==> config.mk <==
export PLATFORM = sky130hd
export DESIGN_NAME = fetch_unit
export DESIGN_NICKNAME = d
export VERILOG_FILES = /design/src/rtl/fetch_unit.sv
export SDC_FILE = /design/constraint.sdc
export NUM_CORES = 1
export LEC_CHECK = 0
export CAP_MARGIN = 15
export CORE_MARGIN = 3
export CORE_UTILIZATION = 48
export DETAILED_ROUTE_END_ITERATION = 6
export GPL_ROUTABILITY_DRIVEN = 0
export GPL_TIMING_DRIVEN = 0
export PLACE_DENSITY = 0.8
export SKIP_CTS_REPAIR_TIMING = 1
export SLEW_MARGIN = 20
export SYNTH_ARGS = -nofsm -noshare
export SYNTH_HDL_FRONTEND = slang
export SYNTH_SLANG_ARGS = --single-unit
==> constraint.sdc <==
create_clock -name clk -period 4.8 [get_ports clk]
set_clock_uncertainty 0.1 [all_clocks]
set_input_delay 1.2 -clock clk [delete_from_list [all_inputs] [get_ports clk]]
set_output_delay 1.2 -clock clk [all_outputs]
set_load 0.01 [all_outputs]
==> src/rtl/fetch_unit.sv <==
// Instruction fetch stage: drives the program-memory address, absorbs the one-cycle read
// latency and hands words to decode from a 2-entry queue with redirect/flush support.
module fetch_unit #(
  parameter int unsigned         PC_WIDTH  = 12,
  parameter int unsigned         OPD_WIDTH = 32,
  parameter logic [PC_WIDTH-1:0] RESET_PC  = '0
) (
  input  logic                 clk,
  input  logic                 rst,
  output logic [PC_WIDTH-1:0]  imem_addr,
  input  logic [31:0]          imem_data,
  input  logic                 redirect,
  input  logic [OPD_WIDTH-1:0] redirect_pc,
  output logic                 instr_valid,
  input  logic                 instr_ready,
  output logic [31:0]          instr,
  output logic [OPD_WIDTH-1:0] instr_pc,
  output logic                 misalign
);

  typedef enum logic [0:0] {StRun, StHalt} state_e;

  state_e              state_q;
  logic [PC_WIDTH-1:0] fetch_pc_q;
  logic                inflight_q;
  logic [PC_WIDTH-1:0] inflight_pc_q;
  logic [1:0]          count_q;
  logic [31:0]         buf_data_q [2];
  logic [PC_WIDTH-1:0] buf_pc_q   [2];
  logic                misalign_q;

  logic       pop;
  logic       push;
  logic       issue;
  logic [2:0] credit;

  // Only the low PC_WIDTH bits of the redirect target address memory.
  logic unused_redirect_hi;
  assign unused_redirect_hi = ^redirect_pc[OPD_WIDTH-1:PC_WIDTH];

  assign instr_valid = (count_q != 2'd0);
  assign instr       = buf_data_q[0];
  assign instr_pc    = OPD_WIDTH'(buf_pc_q[0]);
  assign imem_addr   = fetch_pc_q;
  assign misalign    = misalign_q;

  assign pop    = instr_valid && instr_ready;
  // Slots already spoken for: queued words plus the one on its way back from memory.
  assign credit = 3'(count_q) + 3'(inflight_q) - 3'(pop);
  assign issue  = !rst && (state_q == StRun) && !redirect && (credit < 3'd2);
  assign push   = inflight_q && !redirect && (state_q == StRun);

  always_ff @(posedge clk) begin
    if (rst) begin
      state_q       <= StRun;
      fetch_pc_q    <= RESET_PC;
      inflight_q    <= 1'b0;
      inflight_pc_q <= '0;
      count_q       <= 2'd0;
      buf_data_q[0] <= '0;
      buf_data_q[1] <= '0;
      buf_pc_q[0]   <= '0;
      buf_pc_q[1]   <= '0;
      misalign_q    <= 1'b0;
    end else if ((state_q == StRun) && redirect) begin
      // Flush: queued entries and the word returning next cycle are dropped.
      count_q    <= 2'd0;
      inflight_q <= 1'b0;
      fetch_pc_q <= redirect_pc[PC_WIDTH-1:0];
      if (redirect_pc[1:0] != 2'b00) begin
        misalign_q <= 1'b1;
        state_q    <= StHalt;
      end
    end else begin
      inflight_q <= issue;
      if (issue) begin
        inflight_pc_q <= fetch_pc_q;
        fetch_pc_q    <= fetch_pc_q + PC_WIDTH'(4);
      end
      case ({push, pop})
        2'b10: begin
          buf_data_q[count_q[0]] <= imem_data;
          buf_pc_q[count_q[0]]   <= inflight_pc_q;
          count_q                <= count_q + 2'd1;
        end
        2'b01: begin
          buf_data_q[0] <= buf_data_q[1];
          buf_pc_q[0]   <= buf_pc_q[1];
          count_q       <= count_q - 2'd1;
        end
        2'b11: begin
          if (count_q == 2'd1) begin
            buf_data_q[0] <= imem_data;
            buf_pc_q[0]   <= inflight_pc_q;
          end else begin
            buf_data_q[0] <= buf_data_q[1];
            buf_pc_q[0]   <= buf_pc_q[1];
            buf_data_q[1] <= imem_data;
            buf_pc_q[1]   <= inflight_pc_q;
          end
        end
        default: ;
      endcase
    end
  end

endmodule
### Word level (Yosys, flattened, before mapping)

Memories as Yosys holds them, arrays and structs flattened.
Index checks and enable logic that the tools add are counted.

| storage, ports and cells | value |
|---|---|
| bits in registers | 28 |
| memory bits (writable) | 88 |
| memories | 2 |
| word-level logic and storage cells | 82 |
| input port bits | 68 |
| output and inout port bits | 78 |

| cells by class | value |
|---|---|
| magnitude comparators | 1 |
| $add $sub $neg | 5 |
| equal/unequal tests | 4 |
| muxes and demuxes | 37 |
| reductions and logical operators | 18 |
| bitwise operators | 10 |

Memories:

| memory | depth | width | rd ports | clocked after Yosys merged registers in | wr ports | line | source |
|---|---|---|---|---|---|---|---|
| buf_data_q | 2 | 32 | 2 | 0 | 2 | 28 | `logic [31:0] buf_data_q [2];` |
| buf_pc_q | 2 | 12 | 2 | 0 | 2 | 29 | `logic [PC_WIDTH-1:0] buf_pc_q [2];` |

Operators with widths:

| cell | number |
|---|---|
| $mux W32 | 5 |
| $mux W12 | 7 |
| $reduce_or A32 Y1 | 1 |
| $mux W1 | 24 |
| $add A12 B3 Y12 const B | 1 |
| $reduce_or A12 Y1 | 1 |
| $or A1 B1 Y1 | 8 |
| $reduce_bool A2 Y1 | 4 |
| $logic_and A1 B1 Y1 | 7 |
| $eq A2 B1 Y1 const B | 2 |
| $eq A2 B2 Y1 const B | 2 |
| $pmux W2 S2 | 1 |
| $reduce_and A2 Y1 | 2 |
| $add A2 B1 Y3 | 1 |
| $lt A3 B2 Y1 const B | 1 |
| $sub A3 B1 Y3 | 1 |
| $add A2 B1 Y2 const B | 1 |
| $logic_not A1 Y1 | 2 |
| $not A1 Y1 | 2 |
| $reduce_or A2 Y1 | 1 |
| $sub A2 B1 Y2 const B | 1 |

### Depth between registers and ports, before layout

Gate-level depths: netlist (run 1).

| depth | value |
|---|---|
| word-level depth | 12 |
| mapped depth | 16 |
| depth with buffers taken out | 13 |

### Worst setup path after synthesis (run 1)

Ideal clock, no wire load.

| timing | value |
|---|---|
| path kind | input to register |
| start | input port instr_ready |
| end | register fetch_pc_q[10] (netlist: imem_addr[10]) |
| buffers on the path | 2 |
| arrival time | 3501 ps |
| cell stages on the path | 11 |
| slack | 1063 ps |
| data required time | 4563 ps |
| setup time | 137 ps |
| path through | nand2_1 inv_1 ha_1 nand2b_1 fa_1 or4b_1 buf_2 or2_1 buf_6 o41ai_2 a31oi_1 |

| on the way | value |
|---|---|
| word-level cells in the longest chain between the ends | 5 |

RTL lines:

| element | line | source |
|---|---|---|
| from (decl) | 15 | `input logic instr_ready,` |
| $logic_and A1 B1 Y1 | 47 | `assign pop = instr_valid && instr_ready;` |
| $sub A3 B1 Y3 | 49 | `assign credit = 3'(count_q) + 3'(inflight_q) - 3'(pop);` |
| $lt A3 B2 Y1 | 50 | `assign issue = !rst && (state_q == StRun) && !redirect && (credit < 3'd2);` |
| $logic_and A1 B1 Y1 | 50 |  |
| $reduce_bool A2 Y1 (no line) | - |  |
| to (signal assigned) | 69 | `fetch_pc_q <= redirect_pc[PC_WIDTH-1:0];` |
| to (signal assigned) | 78 | `fetch_pc_q <= fetch_pc_q + PC_WIDTH'(4);` |
| to (decl) | 24 | `logic [PC_WIDTH-1:0] fetch_pc_q;` |

No other way between the ends.
A chain may end at the register's enable or synchronous reset.

### Worst setup path in the final report (run 1)

Ends and elaborated chain as after synthesis.

==> impl_metrics.py, run 1 <==
metrics = {
    "floorplanning": {
        "core_area_um2": 10370,
        "initial_utilization_pct": 49.40,
        "die-width_um": 109.3,
        "fp.dieH_um": 109.3,
        "dieArea_um2": 11950,
        "placement_rows": 37,
        "pin_count": 146,
    },
    "global_routing": {
        "grt_pass1_wl_um": 18710,
        "gr-usage-all-layers_pct": 20.38,
        "grt_start_max_net_pins": 35,
        "first_global_vias": 3909,
        "grt.overflow.total": 0,
        "initial_antenna_violation_count": 0,
    },
    "clocking": {
        "tritoncts_num_sinks": 116,
        "clock_insertion_delay_worst_skew_ps": 510,
        "clock_path_buffers": 2,
        "cts_htree_levels": 4,
        "cts.reportedPaths.clkPinSlew_ps": 60,
        "clock_tree.root_cell": "sky130_fd_sc_hd__clkbuf_8",
        "tritoncts.num_buffers": 17,
        "tritoncts": "done",
    },
    "timing": {
        "unrepaired_setup_endpoints_after_global_routing": "no",
        "final.min_clock_period_ps": 3874,
        "hold_slack_ps": 373.2,
        "worst_slew_margin_rel_pct": 50.66,
        "setup_viol_count_final": 0,
        "number_of_pins_with_negative_max_slew_slack_in_the_final_report": 0,
        "min_period_over_period_pct": 80.70,
        "report.final.hold_viol_count": 0,
        "timing_worst_slew_pin_value_ps": 736.9,
        "max_clock_freq_mhz": 258.1,
        "setup_tns_ps": 0,
    },
    "cells_and_area": {
        "design.final.nets": 704,
        "layout-drive-gt1-share_pct": 9.828,
        "layout.cell_area.non_filler_um2": 7003,
        "num_antenna_cells": 0,
        "stdcell_count": 777,
        "final.fill_count": 794,
        "synthToLayoutAreaGrowth_pct": 36.71,
    },
    "placed_design": {
        "placed_cells": 745,
        "detailed_place.area_um2": 6450,
        "numPortBuffers": 104,
        "place.detailed.hpwl_um": 7857,
    },
    "routing": {
        "vias": 3903,
        "drc_markers": 0,
        "postRouteAntennaNets": 0,
        "drtIter0Drc": 224,
        "routed_wire_length_per_instance_um": 14.72,
        "detail_route.wirelength_um": 11440,
        "via_per_inst": 5.023,
        "drt_pass1_iterations": 7,
    },
    "status": {
        "run_status": "completed",
    },
    "synth": {
        "ys_async_sr_fraction_pct": 0,
        "yosys_register_bits": 116,
        "synth.area.top_cells": "sky130_fd_sc_hd__edfxtp_1, sky130_fd_sc_hd__dfxtp_1, sky130_fd_sc_hd__nand2_1, sky130_fd_sc_hd__a21oi_1, sky130_fd_sc_hd__and2_1",
        "synthFlopType": "sky130_fd_sc_hd__edfxtp_1",
        "postSynthAreaPerCell_um2": 10.58,
        "yosys.cell_count.top_type": "sky130_fd_sc_hd__nand2_1",
        "netlist_instances": 484,
        "post_synthesis_cell_type_count": 36,
        "synth_enable_flop_cells": 88,
        "ys_seq_area_share_pct": 62.53,
        "cell_taking_the_most_area_after_synthesis": "sky130_fd_sc_hd__edfxtp_1",
        "syn_area_um2": 5122,
        "netlist_top_cells_count": "sky130_fd_sc_hd__nand2_1, sky130_fd_sc_hd__edfxtp_1, sky130_fd_sc_hd__a21oi_1",
        "ys_warn_count": 0,
        "synth_largest_type_area_fraction_pct": 51.59,
    },
    "critical_path": {
        "worst_setup_path_start_kind": "primary input",
        "worstPathCellList": "clkdlybuf4s50_1 -> nand2_1 -> inv_1 -> ha_1 -> nand2b_1 -> fa_1 -> or4b_1 -> buf_2 -> or2_1 -> buf_6 -> o41ai_2 -> a31oi_1",
        "crit_path_top_delay_cell": "sky130_fd_sc_hd__fa_1",
        "critPathArrivalTime_ps": 4140,
        "worst-endpoint-required_ps": 5070,
        "worstSetupEndpointType": "flop",
        "crit_fanout": 7,
        "critical-path-top-delay-family": "simple AND/OR/NAND/NOR gates",
        "cp.buffers_inverters": 4,
        "timing.setup.critical_path_class": "in2reg",
        "critical-path-max-stage-delay_ps": 500,
    },
    "power": {
        "final_total_power_mw": 2.605,
        "vdd.ir_drop.worst_v": 0.0002188,
        "power_density_nw_per_um2": 371.9,
        "leakage_nw": 2.665,
    },
    "job": {
        "cap_viol_max_count": 0,
    },
    "hold_path": {
        "hold_class": "reg2reg",
    },
}
per-stage QoR:
stage / setup slack (ps) / util, %
6_report: 926.2 / 67.53
5_1_grt: 824.9 / 67.53
4_1_cts: 957.1 / 67.53
3_5_place_dp: 433.1 / 62.20
3_3_place_gp: 380.9 / 61.76
2_1_floorplan: 1063 / -
cell type report:
class	instances	area [um^2]	area share [%]
Tap cell	136	170.2	2.430
Sequential cell	116	3203	45.74
Clock inverter	11	67.56	0.9648
Multi-Input combinational cell	329	1677	23.94
Inverter	11	43.79	0.6253
Buffer	47	275.3	3.931
Timing Repair Buffer	106	1081	15.44
Clock buffer	21	485.5	6.932
logic make-up (layout without fill, tap and decap cells):
family | after synthesis | count (layout) | share of synthesized area, %
simple gates | 208 | 208 | 18.71
other cells | 1 | 20 | 0.07321
fa+ha+maj | 8 | 8 | 2.101
flops | 116 | 116 | 62.53
buf+inv | 58 | 196 | 6.229
xor+xnor | 9 | 9 | 1.539
compound gates | 84 | 84 | 8.818
routing by layer:
layer  track usage, %  share of wire (%)  wire, um  vias to the layer above
met2            33.90                 50      5668                      146
li1                 -                  -         -                     1901
met4            6.946                1.2       138                        0
met3            6.107                7.0       805                       15
met1            25.51                 42      4825                     1841
met5                0                  0         0                        -
registers in the layout, indices dropped and copies added (netlist names):
signal,flops
count_q,2
buf_pc_q,24
imem_addr,12
inflight_q,1
misalign,1
buf_data_q,64
inflight_pc_q,12
power by group:
group | switching, mW | internal [mW]
clock network | 0.444 | 0.714
registers | 0.0319 | 1.14
logic | 0.136 | 0.142
worst min-delay path, stage by stage (launching register included):
cell                      delay, ps
sky130_fd_sc_hd__dfxtp_1        320
sky130_fd_sc_hd__nand2_1         60
sky130_fd_sc_hd__a21oi_1         50
final timing paths:
check | from | slack (ps) | cells after the start | to
max | instr_ready | 930 | 12 | imem_addr[10]
min | inflight_pc_q[11] | 370 | 2 | inflight_pc_q[11]
max reg2reg | count_q[0] | 1260 | 14 | imem_addr[10]
min reg2reg | inflight_pc_q[11] | 370 | 2 | inflight_pc_q[11]
layout by cell type (no fill, tap or decap), drive strengths merged:
cell / Yosys / final
xor2: 3 / 3
inv: 11 / 17
clkinv: 0 / 5
nand2: 130 / 130
o32a: 1 / 1
nor2: 7 / 7
and2: 45 / 45
dfxtp: 28 / 28
fa: 1 / 1
nor2b: 2 / 2
o21ai: 11 / 11
a31oi: 2 / 2
nand4: 2 / 2
o41ai: 1 / 1
nand2b: 3 / 3
nand3b: 1 / 1
xnor2: 6 / 6
nor4: 3 / 3
buf: 24 / 26
edfxtp: 88 / 88
o211ai: 1 / 1
nor3: 3 / 3
a21oi: 65 / 65
o211a: 1 / 1
ha: 7 / 7
nor3b: 1 / 1
clkbuf: 23 / 44
or2: 2 / 2
clkdlybuf4s50: 0 / 104
a211oi: 2 / 2
nand4b: 2 / 2
or4b: 1 / 1
nand3: 6 / 6
conb: 1 / 20
Note: power is estimated with default switching activity, not from simulation.
==> run 2: changes to the inputs <==
--- a/config.mk
+++ b/config.mk
@@ -7,11 +7,11 @@
 export LEC_CHECK = 0
 export CAP_MARGIN = 15
 export CORE_MARGIN = 3
-export CORE_UTILIZATION = 48
+export CORE_UTILIZATION = 43
 export DETAILED_ROUTE_END_ITERATION = 6
 export GPL_ROUTABILITY_DRIVEN = 0
 export GPL_TIMING_DRIVEN = 0
-export PLACE_DENSITY = 0.8
+export PLACE_DENSITY = 0.76
 export SKIP_CTS_REPAIR_TIMING = 1
 export SLEW_MARGIN = 20
 export SYNTH_ARGS = -nofsm -noshare
==> constraint.sdc (replaced) <==
create_clock -name clk -period 3.25 [get_ports clk]
set_clock_uncertainty 0.1 [all_clocks]
set_input_delay 0.8125 -clock clk [delete_from_list [all_inputs] [get_ports clk]]
set_output_delay 0.8125 -clock clk [all_outputs]
set_load 0.01 [all_outputs]
==> impl_metrics.py, run 2 (synthesized netlist as in run 1, its figures left out) <==
metrics = {
    "placed_design": {
        "placed_cells": 752,
        "place.detailed.hpwl_um": 8237,
        "numPortBuffers": 104,
        "detailed_place.area_um2": 6482,
    },
    "timing": {
        "min_period_over_period_pct": 96.91,
        "final.min_clock_period_ps": 3149,
        "report.final.hold_viol_count": 0,
        "hold_slack_ps": 374.2,
        "setup_viol_count_final": 0,
        "max_clock_freq_mhz": 317.5,
        "setup_tns_ps": 0,
        "number_of_pins_with_negative_max_slew_slack_in_the_final_report": 0,
        "worst_slew_margin_rel_pct": 55.24,
        "timing_worst_slew_pin_value_ps": 671.4,
    },
    "critical_path": {
        "critical-path-max-stage-delay_ps": 500,
        "r2r-start": "count_q[0]",
        "cp.buffers_inverters": 7,
        "critPathArrivalTime_ps": 3380,
        "timing.setup.critical_path_class": "reg2reg",
        "timing.critical_path.from": "count_q[0]",
        "worst_setup_path_start_kind": "flop",
        "crit_fanout": 6,
        "critical-path-top-delay-family": "simple AND/OR/NAND/NOR gates",
        "crit_path_top_delay_cell": "sky130_fd_sc_hd__fa_1",
        "worstSetupEndpointType": "flop",
        "worst-endpoint-required_ps": 3480,
        "worstPathCellList": "inv_2 -> ha_4 -> inv_2 -> nand2_2 -> inv_2 -> ha_1 -> nand2b_4 -> fa_1 -> or4b_4 -> or2_1 -> buf_6 -> inv_8 -> buf_6 -> buf_6 -> nand2_1 -> a21oi_1",
    },
    "global_routing": {
        "groute.layer.met2.usage_pct": 30.59,
        "groute.layer.met1.usage_pct": 23.54,
        "first_global_vias": 3897,
        "grt_pass1_wl_um": 19110,
        "initial_antenna_violation_count": 0,
        "global_route.peak_usage_layer": "met2",
        "grt.overflow.total": 0,
        "use_met3_pct": 5.158,
        "gr-usage-all-layers_pct": 18.43,
        "grt_start_max_net_pins": 28,
    },
    "cells_and_area": {
        "num_antenna_cells": 0,
        "stdcell_count": 792,
        "layout.cell_area.non_filler_um2": 7184,
        "max_flop_register": "buf_data_q",
        "design.final.nets": 712,
        "synthToLayoutAreaGrowth_pct": 40.25,
        "largest_register_ff_count": 64,
        "layout-drive-gt1-share_pct": 12.79,
        "layout_common_cells": "sky130_fd_sc_hd__nand2_1, sky130_fd_sc_hd__clkdlybuf4s50_1, sky130_fd_sc_hd__edfxtp_1",
        "layout_top_registers": "buf_data_q (64), buf_pc_q (24)",
        "layout.cells.most_common": "sky130_fd_sc_hd__nand2_1",
        "final_util_pct": 62.39,
    },
    "clocking": {
        "clock_insertion_delay_worst_skew_ps": 400,
        "tritoncts": "done",
        "clock_path_buffers": 2,
        "cts_htree_levels": 4,
        "clock_tree.root_cell": "sky130_fd_sc_hd__clkbuf_16",
        "tritoncts.num_buffers": 17,
        "cts.reportedPaths.clkPinSlew_ps": 50,
        "tritoncts_num_sinks": 116,
    },
    "routing": {
        "drc_markers": 0,
        "drt_pass1_iterations": 5,
        "routed_wire_length_per_instance_um": 15.02,
        "via_per_inst": 4.888,
        "vias": 3871,
        "drtIter0Drc": 279,
        "detail_route.wirelength_um": 11890,
        "postRouteAntennaNets": 0,
    },
    "status": {
        "run_status": "completed",
    },
    "floorplanning": {
        "die-width_um": 115.1,
        "core_area_um2": 11520,
        "pin_count": 146,
        "placement_rows": 39,
        "fp.dieH_um": 115.1,
        "dieArea_um2": 13260,
        "initial_utilization_pct": 44.48,
    },
    "hold_path": {
        "hold_class": "reg2reg",
        "min-delay-start": "inflight_pc_q[9]",
    },
    "job": {
        "cap_viol_max_count": 0,
    },
    "power": {
        "leakage_nw": 2.752,
        "power_density_nw_per_um2": 563.7,
        "vdd.ir_drop.worst_v": 0.0003291,
    },
}
## run 2: tightest hold or removal path, stage by stage, from the launching register on
cell and delay (ps):
sky130_fd_sc_hd__dfxtp_1 320, sky130_fd_sc_hd__nand2_1 60, sky130_fd_sc_hd__a21oi_1 50
## run 2: metrics by stage
step                      worst slack [ps]  power [mW]
after floorplan                      5.627       1.947
after global placement              -850.2       2.154
after detailed placement            -644.8       2.172
after CTS                           -262.1       4.047
after global routing                -4.830       4.183
final                                100.6       4.050
## run 2: area by class of cell
cell class / count / area [um^2]
plain buffers: 46 / 276.5
flip-flops and latches: 116 / 3211
well taps: 143 / 178.9
clock buffers: 19 / 432.9
clock inverters: 13 / 163.9
multi-input cells: 329 / 1710
inverters: 11 / 48.80
repair buffers: 115 / 1162
fillers: 909 / 4332
## run 2: final timing paths
check	end	slack [ps]	depth (start not counted)
max	inflight_pc_q[2]	100	16
max reg2reg	inflight_pc_q[2]	100	16
min	inflight_pc_q[9]	370	2
min reg2reg	inflight_pc_q[9]	370	2
## run 2: layer usage
| layer | wire, um | part of all wire, % | up-vias |
|---|---|---|---|
| met1 | 5070 | 43 | 1816 |
| met4 | 131 | 1.1 | 0 |
| met3 | 799 | 6.7 | 10 |
| met2 | 5893 | 50 | 124 |
| li1 | - | - | 1921 |
| met5 | 0 | 0 | - |
## run 2: power breakdown
group	internal, mW	leakage, nW	switching [mW]
Combinational	0.227	1.32	0.209
Clock	1.27	0.293	0.619
Sequential	1.68	1.14	0.0482
